**src/rtl/cnt_pkg.sv**
```systemverilog
// Shared definitions for the parametrised up/down counter: terminal-count
// mode encodings and the one-shot sequencing states.
package cnt_pkg;

  localparam logic [1:0] MODE_WRAP    = 2'b00;
  localparam logic [1:0] MODE_SAT     = 2'b01;
  localparam logic [1:0] MODE_ONESHOT = 2'b10;
  localparam logic [1:0] MODE_RELOAD  = 2'b11;

  typedef enum logic [1:0] {
    ST_IDLE = 2'b00,
    ST_RUN  = 2'b01,
    ST_DONE = 2'b10
  } os_state_t;

endpackage

```
**src/rtl/cnt_prescaler.sv**
```systemverilog
// Modulo-PRESC enable divider. The step strobe is high on the enabled cycle
// that completes a prescaler period.
module cnt_prescaler #(
  parameter int PRESC = 1
) (
  input  logic clk,
  input  logic rst_n,
  input  logic en,
  input  logic clr,
  output logic step
);

  localparam int PW = (PRESC > 1) ? $clog2(PRESC) : 1;
  localparam logic [PW-1:0] LAST = PW'(PRESC - 1);

  logic [PW-1:0] cnt;

  assign step = en && (cnt == LAST);

  always_ff @(posedge clk or negedge rst_n) begin
    if (!rst_n) begin
      cnt <= '0;
    end else if (clr) begin
      cnt <= '0;
    end else if (en) begin
      if (cnt == LAST) cnt <= '0;
      else             cnt <= cnt + 1'b1;
    end
  end

endmodule

```
**src/rtl/param_updown_counter.sv**
```systemverilog
// General counter/timer primitive: width/modulus generics, run-time direction,
// four terminal-count modes, synchronous load, prescaler and tc pulse.
//
// state   | meaning
// ST_IDLE | one-shot not armed; steps ignored, prescaler held at 0
// ST_RUN  | one-shot counting from the reload value toward the terminal value
// ST_DONE | one-shot expired; count held, steps ignored until next start
module param_updown_counter
  import cnt_pkg::*;
#(
  parameter int WIDTH   = 4,
  parameter int MAX_VAL = 2**WIDTH - 1,
  parameter int PRESC   = 1
) (
  input  logic             clk,
  input  logic             rst_n,
  input  logic             en,
  input  logic             up_dn,
  input  logic [1:0]       mode,
  input  logic             load,
  input  logic [WIDTH-1:0] load_val,
  input  logic             start,
  output logic [WIDTH-1:0] count,
  output logic [WIDTH-1:0] count_n,
  output logic             tc,
  output logic             busy
);

  localparam logic [WIDTH-1:0] MAX_C = WIDTH'(MAX_VAL);

  os_state_t        state;
  logic [WIDTH-1:0] count_q;
  logic [WIDTH-1:0] reload_q;
  logic [WIDTH-1:0] load_clamped;
  logic [WIDTH-1:0] term_val;
  logic             oneshot;
  logic             start_ok;
  logic             presc_step;
  logic             step_ok;
  logic             presc_clr;

  assign oneshot      = (mode == MODE_ONESHOT);
  assign load_clamped = (load_val > MAX_C) ? MAX_C : load_val;
  assign term_val     = up_dn ? MAX_C : '0;
  assign start_ok     = start && oneshot && !load;
  assign step_ok      = presc_step && (!oneshot || state == ST_RUN);
  // The prescaler restarts on load/start and idles while the one-shot is not running.
  assign presc_clr    = load || start_ok || (oneshot && state != ST_RUN);

  cnt_prescaler #(.PRESC(PRESC)) u_presc (
    .clk   (clk),
    .rst_n (rst_n),
    .en    (en),
    .clr   (presc_clr),
    .step  (presc_step)
  );

  always_ff @(posedge clk or negedge rst_n) begin
    if (!rst_n) begin
      count_q  <= '0;
      reload_q <= '0;
      tc       <= 1'b0;
      busy     <= 1'b0;
      state    <= ST_IDLE;
    end else begin
      tc <= 1'b0;
      if (!oneshot) begin
        state <= ST_IDLE;
        busy  <= 1'b0;
      end
      if (load) begin
        count_q  <= load_clamped;
        reload_q <= load_clamped;
      end else if (start_ok) begin
        count_q <= reload_q;
        state   <= ST_RUN;
        busy    <= 1'b1;
      end else if (step_ok) begin
        if (count_q == term_val) begin
          tc <= 1'b1;
          case (mode)
            MODE_WRAP:    count_q <= up_dn ? '0 : MAX_C;
            MODE_RELOAD:  count_q <= reload_q;
            MODE_ONESHOT: begin
              state <= ST_DONE;
              busy  <= 1'b0;
            end
            default:      count_q <= count_q;
          endcase
        end else begin
          count_q <= up_dn ? count_q + WIDTH'(1) : count_q - WIDTH'(1);
        end
      end
    end
  end

  assign count   = count_q;
  assign count_n = ~count_q;

endmodule

```
**config.mk**
```make
export PLATFORM = sky130hd
export DESIGN_NAME = param_updown_counter
export DESIGN_NICKNAME = d
export VERILOG_FILES = /design/src/rtl/cnt_pkg.sv /design/src/rtl/cnt_prescaler.sv /design/src/rtl/param_updown_counter.sv
export SDC_FILE = /design/constraint.sdc
export NUM_CORES = 1
export LEC_CHECK = 0
export CORE_MARGIN = 2
export CORE_UTILIZATION = 41
export DETAILED_ROUTE_END_ITERATION = 8
export HOLD_SLACK_MARGIN = 0.1
export PLACE_DENSITY = 0.81
export SLEW_MARGIN = 20
export SYNTH_ARGS = -nofsm -noshare
export SYNTH_HDL_FRONTEND = slang
export SYNTH_SLANG_ARGS = --single-unit
```
**constraint.sdc**
```tcl
create_clock -name clk -period 1.6 [get_ports clk]
set_clock_uncertainty 0.05 [all_clocks]
set_input_delay 0.32 -clock clk [delete_from_list [all_inputs] [get_ports clk]]
set_output_delay 0.32 -clock clk [all_outputs]
set_load 0.01 [all_outputs]
```
==> flow_summary.yaml <==
outcome:
  status: "complete, but fails checks"
  violations: "negative setup slack"
placed_design:
  portBuffers: 21
  place_hpwl_mm: 1.504
  dp.cells: 139
  finalWeightedCongestion: 0.8487
  placed_area_sq_mm: 0.001179
clock_tree:
  cts_root_buf: "clkbuf_4"
  htree_levels: 1
  cts_tree: "built"
  cts_sinks: 12
  path_clk_slew_ps: 80
  clockBufferDepth: 2
  clk_latency_ps: 270
  cts_made_buffers: 3
  cts_hold_buffers: 0
logic_synthesis:
  async_flop_share: 1.000
  ys_seq_elements: 12
  ys_types: 36
  ys.flop_type: "dfrtp_1"
  syn_avg_cell_area_sq_um: 10.38
  synth_edf_count: 0
  syn-num-nets: 89
  yosysSeqAreaShare: 0.3909
  synth_warnings: 0
  syn_inst: 74
  syn-cell-area_sq_um: 768.2
pwr:
  pwr_density_cell_mw_per_mm2: 909.8
  p_comb_frac: 0.513
  ir_drop_mv: 0.5264
  swShare: 0.3549
  p_int_uw: 765.2
  switching_power_uw: 420.9
  seqPwrFrac: 0.321
  pwr-share-clk: 0.166
  total_power_mw: 1.186
  leakage_nw: 0.5937
timing:
  max-slew-margin-rel: 0.7818
  period_share: 1.116
  tightest_slew_ps: 326.2
  worst_slack_ps: -184.8
  rsz0062_at_grt: "yes"
  fmax_mhz: 560.3
  fin_crit_ps: 1785
  tns_ps: -1056
  finalSetupViolCount: 8
  final_hold_viol_count: 0
  holdWs_ps: 251.9
  slew_violations: 0
setup_path:
  worstPathMaxFanout: 4
  critPathLaunchType: "flop"
  required_ps: 1690
  criticalPathCategory: "reg -> reg"
  worstSetupEndpointType: "flop"
  arrival_ps: 1880
floorplanning:
  start_util: 0.4401
  fp.coreArea_sq_mm: 0.001745
  rows: 15
  die_area_sq_mm: 0.002236
  chipWidth_microns: 47.29
  io_pins: 22
  fp.dieH_microns: 47.29
grt:
  antenna_found_initial: 0
  grt_util_all_layers: 0.2193
  grt_pass1_wl_mm: 3.401
  gr-total-overflow: 0
  grt_max_degree: 9
  grt_pass1_vias: 809
finish:
  drive_above_1_share: 0.4400
  syn_to_final_growth_pct: 69.71
  antenna-diode-count: 0
  layoutNonFillerInstCount: 150
  nets: 141
  postLayoutCellArea_sq_mm: 0.001304
drt:
  top_layer: "met4"
  dr_wl_met3_microns: 100
  routed_wl_mm: 2.230
  drtIter0Drc: 29
  drc: 0
  drt-wirelength-per-cell_microns: 14.87
  viasPerCell: 5.360
  wl_met1_microns: 967
  ant_nets: 0
  wl_met2_mm: 1.151
  first_pass_iters: 5
  vias: 804
run:
  drv_cap: 0
worst_hold_path:
  hold_class: "in -> async"
## area by class of cell
type,instances,area (sq um)
repair buffers,48,410.4
well taps,25,31.28
inverters,5,18.77
flip-flops and latches,12,302.8
multi-input cells,56,514.2
clock buffers,4,26.28
fillers,120,441.7
## synthesized netlist by cell type (2+ instances only)
cell type / instances / area share
mux2i_1: 2 / 0.026
inv_1: 5 / 0.024
mux2_2: 4 / 0.059
o21ai_0: 2 / 0.013
a31oi_1: 5 / 0.041
nor2_1: 5 / 0.024
a21oi_1: 6 / 0.039
o21a_1: 2 / 0.020
dfrtp_1: 12 / 0.39
ha_1: 2 / 0.033
a21o_2: 2 / 0.023
xnor2_1: 2 / 0.023
a222oi_1: 2 / 0.026
## stage by stage
stage               worst slack, ps    util
floorplan                    -140.5       -
global placement             -657.8  0.6753
detailed placement           -694.5  0.6753
CTS                          -218.5  0.7168
global route                 -267.5  0.7470
finish                       -184.8  0.7470
## layout by cell type (no fill, tap or decap), types with 2 or more instances in the layout
cell type,count
clkbuf_4,3
dlygate4sd2_1,9
mux2_2,4
a222oi_1,2
ha_4,2
buf_6,3
inv_1,4
nor2_1,4
o21a_1,2
a31oi_1,5
clkdlybuf4s50_1,10
a21oi_1,5
xnor2_1,2
dfrtp_2,2
dfrtp_1,10
mux2i_1,2
buf_4,24
## state kept, by name, summed over array words and instances (netlist names)
register	count
tc	1
count	4
state	2
reload_q	4
busy	1
## logic make-up (layout without fill, tap and decap cells)
logic type               after synthesis  count (layout)  share of synthesized area
AO/OA/AOI/OAI                         28              28                     0.2639
AND/OR/NAND/NOR                       16              16                     0.1287
flip-flops                            12              12                     0.3909
multiplexers                           6               6                    0.08469
buffers and inverters                  6              57                    0.03909
adder cells (fa/ha/maj)                3               3                    0.05863
XOR/XNOR                               3               3                    0.03421
## what timing repair did
item | 4_1_cts | 5_1_grt
pin swaps | 6 | 8
gates resized for setup | 22 | 7
endpoints found under the setup margin | 16 | 9
gates cloned | 0 | 0
setup buffers | 2 | 5
## critical path, cell delays in order (launching register included)
cell,delay (ps)
dfrtp_2,420
or3_4,370
a21o_4,240
mux2i_1,120
a222oi_1,340
a21oi_1,110
## power groups by stage
stage,clock network (mW),registers (mW),logic (mW)
2_1_floorplan,0,0.400,0.252
3_3_place_gp,0,0.380,0.543
3_5_place_dp,0,0.380,0.554
4_1_cts,0.204,0.380,0.557
5_1_grt,0.217,0.387,0.650
6_report,0.197,0.381,0.608
## worst paths after layout
check / start / endpoint / slack (ps) / cells after the start
max: count[0]$_DFFE_PN0P_ / count[2]$_DFFE_PN0P_ / -180 / 5
min: rst_n / busy$_DFF_PN0_ / 250 / 1
max reg2reg: count[0]$_DFFE_PN0P_ / count[2]$_DFFE_PN0P_ / -180 / 5
min reg2reg: state[0]$_DFF_PN0_ / state[0]$_DFF_PN0_ / 440 / 1
max in group asynchronous: rst_n / count[1]$_DFFE_PN0P_ / 820 / 2
min in group clk: state[0]$_DFF_PN0_ / state[0]$_DFF_PN0_ / 440 / 1
## layer usage
metal	up-vias	GRT usage
met3	2	0.05769
met1	389	0.2725
met4	0	0.1000
met5	-	0
li1	385	-
met2	28	0.3541
Power figures use the tool's default switching activity.
